File: config.mk
export PLATFORM = sky130hd
export DESIGN_NAME = adc_dual_readout
export DESIGN_NICKNAME = d
export VERILOG_FILES = /design/src/rtl/adc_readout_pkg.sv /design/src/rtl/adc_shift_lane.sv /design/src/rtl/adc_dual_readout.sv
export SDC_FILE = /design/constraint.sdc
export NUM_CORES = 1
export LEC_CHECK = 0
export BUFFER_PORTS_ARGS = -buffer_cell sky130_fd_sc_hd__buf_2
export CORE_AREA = 2 2 126 128
export DETAILED_ROUTE_END_ITERATION = 12
export DIE_AREA = 0 0 128 130
export GPL_ROUTABILITY_DRIVEN = 0
export GPL_TIMING_DRIVEN = 0
export SYNTH_ARGS = -nofsm -noshare
export SYNTH_HDL_FRONTEND = slang
export SYNTH_SLANG_ARGS = --single-unit
File: constraint.sdc
create_clock -name clk -period 2.5 [get_ports clk]
set_clock_uncertainty 0.2 [all_clocks]
set_input_delay 0.25 -clock clk [delete_from_list [all_inputs] [get_ports clk]]
set_output_delay 0.25 -clock clk [all_outputs]
set_load 0.01 [all_outputs]
File: src/rtl/adc_readout_pkg.sv
// Shared state encoding and sizing helpers for the dual SAR ADC readout.
package adc_readout_pkg;

    typedef enum logic [2:0] {
        IDLE,
        CONV,
        WAIT_BUSY,
        SHIFT,
        DONE,
        HOLD
    } state_t;

    localparam int unsigned DATA_W_DEF  = 24;
    localparam int unsigned FRAME_CNT_W = 16;

    function automatic int unsigned cnt_width(input int unsigned max_val);
        return (max_val < 2) ? 1 : $clog2(max_val + 1);
    endfunction

endpackage

File: src/rtl/adc_shift_lane.sv
// One ADC lane: busy synchroniser, MSB-first capture shift register and held sample.
module adc_shift_lane
    import adc_readout_pkg::*;
#(
    parameter int unsigned DATA_W = DATA_W_DEF
) (
    input  logic              clk,
    input  logic              rst,
    input  logic              busy,
    input  logic              sdoa,
    input  logic              shift_en,
    input  logic              load,
    output logic              busy_s,
    output logic [DATA_W-1:0] sample
);

    logic [1:0]        busy_sync;
    logic [DATA_W-1:0] shreg;

    always_ff @(posedge clk) begin
        if (rst) begin
            busy_sync <= '0;
            shreg     <= '0;
            sample    <= '0;
        end else begin
            busy_sync <= {busy_sync[0], busy};
            if (shift_en) shreg  <= {shreg[DATA_W-2:0], sdoa};
            if (load)     sample <= shreg;
        end
    end

    assign busy_s = busy_sync[1];

endmodule

File: src/rtl/adc_dual_readout.sv
// Frame-rate conversion/readout controller driving two SAR ADCs (I and Q) in lockstep.
module adc_dual_readout
    import adc_readout_pkg::*;
#(
    parameter int unsigned DATA_W       = DATA_W_DEF,
    parameter int unsigned CONV_PERIOD  = 100,
    parameter int unsigned MCLK_HIGH    = 2,
    parameter int unsigned BUSY_MIN     = 2,
    parameter int unsigned BUSY_TIMEOUT = 30
) (
    input  logic                   clk,
    input  logic                   rst,
    input  logic                   en,
    input  logic                   busy_i,
    input  logic                   busy_q,
    input  logic                   sdoa_i,
    input  logic                   sdoa_q,
    output logic                   mclk_i,
    output logic                   mclk_q,
    output logic                   scka_i,
    output logic                   scka_q,
    output logic                   sample_valid,
    output logic [DATA_W-1:0]      sample_i,
    output logic [DATA_W-1:0]      sample_q,
    output logic [FRAME_CNT_W-1:0] frame_cnt,
    output logic                   timeout_err,
    output logic                   overrun_err
);

    localparam int unsigned SHIFT_LEN = 2 * DATA_W;
    localparam int unsigned STEP_A    = (SHIFT_LEN > BUSY_TIMEOUT) ? SHIFT_LEN : BUSY_TIMEOUT;
    localparam int unsigned STEP_MAX  = (STEP_A > MCLK_HIGH) ? STEP_A : MCLK_HIGH;
    localparam int unsigned PCNT_W    = cnt_width(CONV_PERIOD - 1);
    localparam int unsigned STEP_W    = cnt_width(STEP_MAX);

    state_t            state, state_n;
    logic [PCNT_W-1:0] pcnt;
    logic [STEP_W-1:0] step;
    logic              mclk_r, scka_r;
    logic              mclk_n, scka_n;
    logic              tc, busy_any, shift_en, load, timeout_hit;
    logic              busy_s_i, busy_s_q;

    assign tc       = (pcnt == PCNT_W'(CONV_PERIOD - 1));
    assign busy_any = busy_s_i | busy_s_q;

    always_comb begin
        state_n     = state;
        timeout_hit = 1'b0;
        case (state)
            IDLE:      if (en) state_n = CONV;
            CONV:      if (step == STEP_W'(MCLK_HIGH - 1)) state_n = WAIT_BUSY;
            WAIT_BUSY: begin
                if ((step >= STEP_W'(BUSY_MIN)) && !busy_any) begin
                    state_n = SHIFT;
                end else if (step == STEP_W'(BUSY_TIMEOUT - 1)) begin
                    timeout_hit = 1'b1;
                    state_n     = HOLD;
                end
            end
            SHIFT:     if (step == STEP_W'(SHIFT_LEN - 1)) state_n = DONE;
            DONE:      state_n = HOLD;
            HOLD:      if (tc) state_n = en ? CONV : IDLE;
            default:   state_n = IDLE;
        endcase
    end

    // scka starts high on SHIFT entry and toggles; data is captured on each 0->1 edge.
    assign mclk_n   = (state_n == CONV);
    assign scka_n   = (state_n == SHIFT) && ((state != SHIFT) || !scka_r);
    assign shift_en = scka_n && !scka_r;
    assign load     = (state_n == DONE);

    always_ff @(posedge clk) begin
        if (rst) begin
            state        <= IDLE;
            pcnt         <= '0;
            step         <= '0;
            mclk_r       <= 1'b0;
            scka_r       <= 1'b0;
            sample_valid <= 1'b0;
            frame_cnt    <= '0;
            timeout_err  <= 1'b0;
            overrun_err  <= 1'b0;
        end else begin
            state        <= state_n;
            pcnt         <= ((state == IDLE) || tc) ? '0 : pcnt + 1'b1;
            step         <= (state_n != state) ? '0 : step + 1'b1;
            mclk_r       <= mclk_n;
            scka_r       <= scka_n;
            sample_valid <= load;
            if (load) frame_cnt <= frame_cnt + 1'b1;
            if (timeout_hit) timeout_err <= 1'b1;
            // A TC missed while still converting/reading means the next frame slot is skipped.
            if (tc && (state inside {CONV, WAIT_BUSY, SHIFT})) overrun_err <= 1'b1;
        end
    end

    assign mclk_i = mclk_r;
    assign mclk_q = mclk_r;
    assign scka_i = scka_r;
    assign scka_q = scka_r;

    adc_shift_lane #(.DATA_W(DATA_W)) u_lane_i (
        .clk      (clk),
        .rst      (rst),
        .busy     (busy_i),
        .sdoa     (sdoa_i),
        .shift_en (shift_en),
        .load     (load),
        .busy_s   (busy_s_i),
        .sample   (sample_i)
    );

    adc_shift_lane #(.DATA_W(DATA_W)) u_lane_q (
        .clk      (clk),
        .rst      (rst),
        .busy     (busy_q),
        .sdoa     (sdoa_q),
        .shift_en (shift_en),
        .load     (load),
        .busy_s   (busy_s_q),
        .sample   (sample_q)
    );

endmodule

==> results of run 1 <==
-- state kept, by name, summed over array words and instances (netlist names), 3 cells and up --
name / count
frame_cnt: 16
pcnt: 7
state: 3
step: 6
u_lane_i.sample: 24
u_lane_i.shreg: 24
u_lane_q.sample: 24
u_lane_q.shreg: 24
-- cells in the final DEF (no fill, tap or decap), types with 13 or more instances in the layout --
cell	Yosys	routed
mux2i_1	48	47
clkbuf_16	0	17
nor2_1	40	40
xnor2_1	13	13
a21oi_1	55	55
nand2_1	108	108
clkbuf_1	23	27
buf_4	6	13
nand2b_1	51	51
buf_2	3	77
dfxtp_1	137	135
-- what timing repair did --
action / CTS / global route
hold buffers: 4 / 0
resized for setup: 15 / 15
pin swaps: 0 / 8
cloned: 0 / 1
buffers inserted: 1 / 12
endpoints found under the hold margin: 4 / 0
setup endpoints to repair: 101 / 86
-- cell usage after synthesis (2+ instances only) --
cell type    n  area share, %
mux2i_1     48            9.1
xor2_1       8            1.3
clkbuf_1    23            1.6
o211ai_1     2           0.29
nor2_1      40            2.9
inv_1       11           0.79
nand3_1     12            1.1
ha_1         5            1.2
buf_4        6           0.86
a21oi_1     55            5.2
nor3_1       3           0.29
o21ai_0      4           0.38
dfxtp_1    137             52
o311ai_0     2           0.33
a31oi_1      2           0.24
buf_2        3           0.29
or3_1        8           0.95
nand2_1    108            7.7
nand4b_1     2           0.33
and2_1       2           0.24
nor4_1       2           0.24
a211o_1      3           0.50
nand2b_1    51            6.1
nand4_1      5           0.59
nor2b_1      5           0.59
xnor2_1     13            2.2
-- how the worst max path moves through the flow --
stage	to	start	cells past startpoint
5_1_grt	frame_cnt[15]$_SDFFE_PP0P_	step[1]$_SDFF_PP0_	8
4_1_cts	frame_cnt[14]$_SDFFE_PP0P_	step[0]$_SDFF_PP0_	6
3_3_place_gp	frame_cnt[14]$_SDFFE_PP0P_	step[0]$_SDFF_PP0_	6
6_report	frame_cnt[15]$_SDFFE_PP0P_	step[1]$_SDFF_PP0_	8
2_1_floorplan	frame_cnt[13]$_SDFFE_PP0P_	step[0]$_SDFF_PP0_	7
3_5_place_dp	frame_cnt[14]$_SDFFE_PP0P_	step[1]$_SDFF_PP0_	6
-- power by group through the flow --
| stage | clock [mW] | sequential, mW | combinational [mW] |
|---|---|---|---|
| floorplan | 0 | 2.27 | 0.185 |
| finish | 2.60 | 2.23 | 0.289 |
| global placement | 0 | 2.27 | 0.237 |
| CTS | 2.67 | 2.23 | 0.256 |
| global route | 2.76 | 2.23 | 0.312 |
| detailed placement | 0 | 2.27 | 0.242 |
-- logic make-up (layout without fill, tap and decap cells) --
group	Yosys count	after routing
adder cells (fa/ha/maj)	5	5
buffers and inverters	45	170
AO/OA/AOI/OAI	75	75
XOR/XNOR	21	21
flip-flops	137	137
AND/OR/NAND/NOR	244	244
multiplexers	48	48
-- metal layers --
metal / up-vias / GRT usage [%]
met5: - / 0
met4: 0 / 7.046
met3: 13 / 4.469
met2: 98 / 25.67
met1: 1979 / 17.92
li1: 2143 / -
-- layout make-up --
| cell class | instances | area [um2] | area share, % |
|---|---|---|---|
| Multi-Input combinational cell | 393 | 2382 | 35.18 |
| Sequential cell | 137 | 2750 | 40.61 |
| Inverter | 11 | 41.29 | 0.6098 |
| Clock buffer | 23 | 467.9 | 6.911 |
| Tap cell | 192 | 240.2 | 3.548 |
| Clock inverter | 8 | 143.9 | 2.125 |
| Buffer | 34 | 206.4 | 3.049 |
| Timing Repair Buffer | 94 | 539.3 | 7.964 |
-- worst max-delay path: stages, from the launching register on --
cell and delay [ns]:
dfxtp_4 0.37, ha_4 0.15, nand4b_1 0.15, or3_4 0.43, buf_6 0.15, or4_4 0.46
nor3_4 0.21, xnor2_1 0.13, nor2_1 0.06
-- per-stage QoR --
step                      utilization [%]  hold WS (ns)  area [um2]  TNS [ns]
final                               43.90        0.2408        6771         0
after global routing                43.90        0.2678        6771   -0.3181
after CTS                           42.77        0.2400        6598  -0.05723
after detailed placement            38.12        0.2317        5881    -29.65
after global placement              38.12        0.2282        5881    -24.96
after floorplan                         -        0.1782        5260         0
==> results.md, run 1 <==
- Crit path max fanout: 5
- Synth Area in Compound Gates: 8.068%
- Initial DRT Pass Iterations: 4
- Worst Hold Path Cells: 1
- Net Sw Frac: 20.80%
- First-pass GRT wire length: 19730 um
- Adder-cell area share of the yosys netlist: 1.190%
- Share of power burned in registers: 43.5%
- Vias per inst: 4.746
- Die Height: 130 um
- Final Non-Filler Cells: 892
- Setup crit start kind: register
- Number of global-route vias before repair: 4176
- Clock power share: 50.9%
- Deepest clock path buffer count: 2
- Pwr Density: 755.8 mW/mm2
- Clock-pin slew on the worst setup and hold paths: 0.06 ns
- Fmax: 0.4099 GHz
- Routed met3 length: 574 um
- Prevailing post-synth register cell: dfxtp_1
- Post-synth ARST share: 0%
- CTS tree: yes
- Share of cells above drive strength 1: 20.00%
- CTS buffer count: 17
- Register area share after synthesis: 52.17%
- Syn Inst Count: 575
- Root Buffer: clkbuf_16
- Unrepaired setup endpoints after global routing: true
- Simple-gate share of the synthesized area: 22.08%
- FF-to-FF Start: step[1]$_SDFF_PP0_
- Total gr overflow: 0
- Top sig layer: met4
- WHS Endpoint: pcnt[0]$_SDFF_PP0_
- Internal power: 4.054 mW
- Met2 WL: 5979 um
- Net count after synthesis: 587
- CP Class: register to register
- Synth cell types: 41
- Filler instances: 1547
- Synth warn: 0
- Period Utilization, post-route: 97.58%
- Port Buffers: 76
- Wl on met1: 5812 um
- Synth Area in XOR/XNOR: 3.498%
- Critical R2R Capture: frame_cnt[15]$_SDFFE_PP0P_
- Die area: 0.01664 mm2
- Post-layout minimum cycle time: 2.439 ns
- Drt drc: 0
- Post-Syn Area per Cell: 9.144 um2
- Hold Violations, Final: 0
- Placed insts: 843
- DR vias: 4233
- Sw power: 1.064 mW
- Comb pwr share: 5.6%
- Static leakage: 2.582 nW
- PnR worst setup slack: 0.06051 ns
- Peak supply drop: 0.5409 mV
- WL final: 12520 um
- I/O Pins: 78
- Register-to-register path setup slack: 0.06 ns
- Num rows: 46
- CP endpoint kind: register
- DP HPWL: 8604 um
- Post-synthesis cell area: 0.005258 mm2
- R2R cell count: 8
- Starting Density: 34.09%
- Worst Hold Launch: pcnt[0]$_SDFF_PP0_
- Overall Power: 5.118 mW
- Outcome: completed
- Worst-Skew Late Latency: 0.41 ns
- Required @ worst endpoint: 2.58 ns
- Worst Tran Pin Value: 0.6500 ns
- Antenna violations before repair: 0
- Worst EP arrival: 2.52 ns
- Core area: 0.01542 mm2
- H-tree levels: 4
- Initial DRC count: 302
- Number of synthesized flops with an enable pin: 0
- WL/cell: 14.04 um
- Max cap viols: 0
- ANT cells: 0
- Area Overhead vs Synth: 28.80%
- Main combinational cell family by area after synthesis: simple AND/OR/NAND/NOR gates
- Hold Path Class: register to register
- Post-synthesis mux area share: 9.139%
- Largest net degree at the start of global routing: 17
- Total track usage: 15.20%
- Final setup viols: 0
- Relative slew slack: 56.67%
- Post-route ant nets: 0
- Clk sinks: 137
- Nets: 700
- Post-synthesis register bit count: 137
- Die Wd: 128 um
- Place WS: -0.7261 ns
- Max-slew violation count: 0
No activity file was read; power rests on OpenSTA's default activity.
==> inputs of run 2 (changes only) <==
- clock period: 2.5 -> 2.2 ns (I/O delays scaled with it)
==> results.md, run 2 (synthesis gave the netlist of run 1 again) <==
- Num rows: 46 (unchanged)
- PnR worst setup slack: -0.1522 ns (-0.2127 ns)
- Most frequent cells in the layout: dfxtp_1 (128), nand2_1 (107), buf_2 (80)
- Unrepaired setup endpoints after global routing: true
- Post-layout minimum cycle time: 2.352 ns (-0.08727 ns)
- Max-slew violation count: 0 (unchanged)
- Largest net degree at the start of global routing: 17 (unchanged)
- Area Overhead vs Synth: 36.24%
- Outcome: complete, but fails checks
- Nets: 718 (+2.6%)
- DR vias: 4316 (+2.0%)
- Final setup viols: 49 (+49)
- Clock power share: 50.6% (-0.3 points)
- Fin area: 0.007163 mm2 (+5.8%)
- ANT cells: 0 (unchanged)
- Port Buffers: 76 (unchanged)
- Worst Tran Pin Value: 0.6245 ns (-0.02542 ns)
- Clock-pin slew on the worst setup and hold paths: 0.06 ns (about the same)
- Filler instances: 1464 (-5.4%)
- Fmax: 0.4251 GHz (+3.7%)
- Vias per inst: 4.738 (-0.17%)
- Initial DRT Pass Iterations: 4 (unchanged)
- Total track usage: 15.51% (+0.31 points)
- Starting Density: 34.09% (unchanged)
- Worst EP arrival: 2.49 ns (-0.03 ns)
- Drt drc: 0 (unchanged)
- Crit path buffers/inverters: 3 (+2)
- Antenna violations before repair: 0 (unchanged)
- Worst path top cell family by delay: simple AND/OR/NAND/NOR gates
- Core area: 0.01542 mm2 (unchanged)
- I/O Pins: 78 (unchanged)
- Share of power burned in registers: 42.0% (-1.5 points)
- Critical-path cell list: ha_2 > nor3b_4 > a2111o_1 > and4b_2 > nor3_2 > buf_6 > buf_12 > clkbuf_16 > mux2i_1
- Max cap viols: 0 (unchanged)
- Die Height: 130 um (unchanged)
- CP endpoint kind: register
- CP Class: register to register
- Post-route ant nets: 0 (unchanged)
- Relative slew slack: 58.36% (+1.7 points)
- Required @ worst endpoint: 2.34 ns (-0.24 ns)
- Period Utilization, post-route: 106.9% (+9.3 points)
- Net Sw Frac: 21.09% (+0.29 points)
- Slowest CP cell: a2111o_1
- CTS buffer count: 17 (unchanged)
- Total gr overflow: 0 (unchanged)
- Peak supply drop: 0.5494 mV (+1.6%)
- Internal power: 4.748 mW (+17%)
- Initial DRC count: 94 (-69%)
- Placed insts: 843 (unchanged)
- H-tree levels: 4 (unchanged)
- Final Non-Filler Cells: 911 (+2.1%)
- Failing checks: setup timing
- Crit path max fanout: 5 (unchanged)
- Comb pwr share: 7.3% (+1.7 points)
- Share of cells above drive strength 1: 26.15% (+6.1 points)
- Root Buffer: clkbuf_16
- Post-place instance area: 0.005917 mm2 (+0.62%)
- Sw power: 1.269 mW (+19%)
- Worst path max stage delay: 0.38 ns (-0.08 ns)
- Clk sinks: 137 (unchanged)
- CTS tree: yes
- WL/cell: 14.08 um (+0.30%)
- Most common cell after layout, fill and taps aside: dfxtp_1
- First-pass GRT wire length: 20140 um (+2.1%)
- Number of global-route vias before repair: 4227 (+1.2%)
- Register-to-register path setup slack: -0.15 ns (-0.21 ns)
- Place WS: -0.7304 ns (-0.004326 ns)
- Static leakage: 2.755 nW (+6.7%)
- Hold Violations, Final: 0 (unchanged)
- Setup crit start kind: register
- Die area: 0.01664 mm2 (unchanged)
- Deepest clock path buffer count: 2 (unchanged)
- WL final: 12830 um (+2.4%)
- Die Wd: 128 um (unchanged)
- Pwr Density: 840.0 mW/mm2 (+11%)
- DP HPWL: 8589 um (-0.17%)
- Hold Path Class: register to register
- Worst-Skew Late Latency: 0.42 ns (about the same)
## run 2: cell count changes in the layout (fill, tap and decap cells not counted), moves of 4 or more
cell      delta
clkbuf_2     +4
dfxtp_1      -7
buf_4       +12
dfxtp_2      +6
buf_12       +5
clkbuf_1     -9
## run 2: stage by stage
step           setup TNS (ns)  hold WS, ns  util [%]  total power [mW]
6_report               -5.020       0.2199     46.44             6.017
5_1_grt                -11.28       0.2396     46.44             6.218
4_1_cts                -4.029       0.2193     45.45             6.037
3_5_place_dp           -45.43       0.2338     38.36             2.864
3_3_place_gp           -42.58       0.2279     38.36             2.858
2_1_floorplan          -2.042       0.1482         -             2.794
## run 2: layout make-up
cell class / instances / area (um2) / share of cell area (%)
plain buffers: 33 / 216.5 / 3.022
clock buffers: 20 / 436.7 / 6.096
clock inverters: 12 / 197.7 / 2.760
inverters: 11 / 41.29 / 0.5764
multi-input cells: 393 / 2467 / 34.45
flip-flops and latches: 137 / 2761 / 38.55
well taps: 192 / 240.2 / 3.354
repair buffers: 113 / 802.0 / 11.20
## run 2: repair_timing
item                                   CTS  global route
gates cloned                             3             1
pin swaps                               16            13
hold buffers                             4             0
resized for setup                       41            33
endpoints found under the hold margin    4             0
setup buffers                           19            10
setup endpoints to repair              110           107
## run 2: path summary, 6_finish.rpt
| kind | cells past startpoint | end | startpoint |
|---|---|---|---|
| worst max register to register | 9 | u_lane_q.shreg[11]$_SDFFE_PP0P_ | pcnt[0]$_SDFF_PP0_ |
| worst min register to register | 1 | pcnt[0]$_SDFF_PP0_ | pcnt[0]$_SDFF_PP0_ |
| worst max-delay path | 9 | u_lane_q.shreg[11]$_SDFFE_PP0P_ | pcnt[0]$_SDFF_PP0_ |
| worst min-delay path | 1 | pcnt[0]$_SDFF_PP0_ | pcnt[0]$_SDFF_PP0_ |
## run 2: metal layers
layer  global-route usage (%)  part of all wire, %
met1                    18.83                   45
met2                    25.64                   48
met3                    4.592                  4.2
met4                    6.917                  2.2
met5                        0                    0
## run 2: power by group through the flow
| stage | Sequential, mW | Combinational (mW) | Clock, mW |
|---|---|---|---|
| floorplan | 2.58 | 0.215 | 0 |
| global placement | 2.58 | 0.276 | 0 |
| detailed placement | 2.58 | 0.281 | 0 |
| CTS | 2.53 | 0.398 | 3.11 |
| global route | 2.53 | 0.471 | 3.22 |
| finish | 2.53 | 0.442 | 3.05 |
==> inputs of run 3 (changes only) <==
- REMOVE_ABC_BUFFERS: default -> 1
==> results.md, run 3 (synthesis gave the netlist of run 1 again) <==
- I/O Pins: 78 (unchanged)
- Post-route ant nets: 0 (unchanged)
- Vias per inst: 4.760 (+0.48%)
- First-pass GRT wire length: 19440 um (-3.5%)
- Antenna violations before repair: 0 (unchanged)
- Initial DRC count: 306 (+230%)
- Hold Path Class: input pin to register
- Clock-pin slew on the worst setup and hold paths: 0.06 ns (about the same)
- Num rows: 46 (unchanged)
- Die Height: 130 um (unchanged)
- Required @ worst endpoint: 2.34 ns (about the same)
- Post-layout minimum cycle time: 2.478 ns (+0.1262 ns)
- DR vias: 4232 (-1.9%)
- Share of cells above drive strength 1: 26.26% (+0.11 points)
- Drt drc: 0 (unchanged)
- Overall Power: 5.953 mW (-1.1%)
- Number of global-route vias before repair: 4073 (-3.6%)
- Largest net degree at the start of global routing: 67 (+50)
- Max-slew violation count: 0 (unchanged)
- Worst-Skew Late Latency: 0.40 ns (-0.02 ns)
- WL final: 11880 um (-7.4%)
- Area Overhead vs Synth: 36.15% (about the same)
- Deepest clock path buffer count: 2 (unchanged)
- Static leakage: 2.732 nW (-0.83%)
- Worst Hold Launch: rst
- CP Class: register to register
- Die area: 0.01664 mm2 (unchanged)
- Total gr overflow: 0 (unchanged)
- Hold Violations, Final: 0 (unchanged)
- Worst path max stage delay: 0.54 ns (+0.16 ns)
- Filler instances: 1468 (+0.27%)
- Period Utilization, post-route: 112.7% (+5.7 points)
- Final setup viols: 54 (+10%)
- Peak supply drop: 0.4863 mV (-12%)
- Starting Density: 34.09% (unchanged)
- Clk sinks: 137 (unchanged)
- Place WS: -0.8900 ns (-0.1595 ns)
- Initial DRT Pass Iterations: 4 (unchanged)
- Relative slew slack: 61.59% (+3.2 points)
- CTS buffer count: 17 (unchanged)
- Failing checks: setup timing
- CTS tree: yes
- DP HPWL: 7071 um (-18%)
- Total track usage: 14.81% (-0.70 points)
- CP endpoint kind: register
- Outcome: complete, but fails checks
- ANT cells: 0 (unchanged)
- Setup crit start kind: register
- Most frequent cells in the layout: dfxtp_1 (129), nand2_1 (107), buf_2 (76)
- CP startpoint: step[1]$_SDFF_PP0_
- FF-to-FF Start: step[1]$_SDFF_PP0_
- WL/cell: 13.37 um (-5.1%)
- Worst EP arrival: 2.62 ns (+0.13 ns)
- Crit path buffers/inverters: 1 (-2)
- Pwr Density: 831.6 mW/mm2 (-0.99%)
- Worst path top cell family by delay: simple AND/OR/NAND/NOR gates
- H-tree levels: 4 (unchanged)
- Port Buffers: 77 (+1.3%)
- Die Wd: 128 um (unchanged)
- Core area: 0.01542 mm2 (unchanged)
- Max cap viols: 0 (unchanged)
- Root Buffer: clkbuf_16
- Fmax: 0.4035 GHz (-5.1%)
- Crit path max fanout: 5 (unchanged)
- Most common cell after layout, fill and taps aside: dfxtp_1
- Slowest CP cell: or4_4
- PnR worst setup slack: -0.2784 ns (-0.1262 ns)
- Nets: 696 (-3.1%)
- Critical-path cell list: ha_4 > nand4b_1 > or3_4 > buf_12 > or4_4 > or3_1 > a21oi_1
- Worst Tran Pin Value: 0.5761 ns (-0.04840 ns)
- Unrepaired setup endpoints after global routing: true
-- run 3: changes by cell type in the layout (fill, tap and decap cells not counted), moves of 4 or more --
cell	delta
clkbuf_1	-14
buf_2	-4
clkbuf_2	-4
buf_4	-8
buf_6	+7
clkbuf_8	+4
-- run 3: repair_timing --
item                                    CTS  global route
pin swaps                                17             7
buffers inserted                         29             3
hold endpoints to repair                  4             0
hold buffers                              4             0
cloned                                    5             0
gates resized for setup                  49            16
endpoints found under the setup margin  111           109
-- run 3: worst paths after layout --
check	to	slack (ns)	cells past startpoint
hold / removal	u_lane_i.sample[9]$_SDFFE_PP0P_	0.11	2
setup reg to reg	frame_cnt[13]$_SDFFE_PP0P_	-0.28	7
hold reg to reg	u_lane_q.busy_sync[1]$_SDFF_PP0_	0.24	1
setup / recovery	frame_cnt[13]$_SDFFE_PP0P_	-0.28	7
-- run 3: power breakdown --
group	internal (mW)	switching (mW)	total, mW
Sequential	2.51	0.0271	2.53
Clock	2.02	1.00	3.02
Combinational	0.210	0.189	0.398
Total	4.73	1.22	5.95
-- run 3: per-layer routing --
layer  wire (um)  GRT usage [%]  share of wire (%)
met2        5762          24.54                 48
met1        5483          18.10                 46
met4         192          6.206                1.6
met3         445          4.387                3.7
met5           0              0                  0
-- run 3: cell type report --
type	instances	area, um2	area share (%)
well taps	192	240.2	3.356
inverters	11	41.29	0.5768
multi-input cells	393	2484	34.70
clock inverters	7	137.6	1.923
clock buffers	25	495.5	6.922
repair buffers	124	1002	14.00
flip-flops and latches	137	2758	38.52
-- run 3: per-stage QoR --
stage | util [%] | std cells | setup TNS, ns | hold slack [ns] | cell area, um2
2_1_floorplan | - | 541 | -319.30 | 0.08907 | 5096
6_report | 46.41 | 889 | -8.073 | 0.1067 | 7158
3_3_place_gp | 37.09 | 810 | -533.98 | 0.2299 | 5722
4_1_cts | 46.07 | 889 | -7.174 | 0.09153 | 7107
3_5_place_dp | 38.10 | 821 | -35.21 | 0.2283 | 5877
5_1_grt | 46.41 | 889 | -14.96 | 0.1263 | 7158
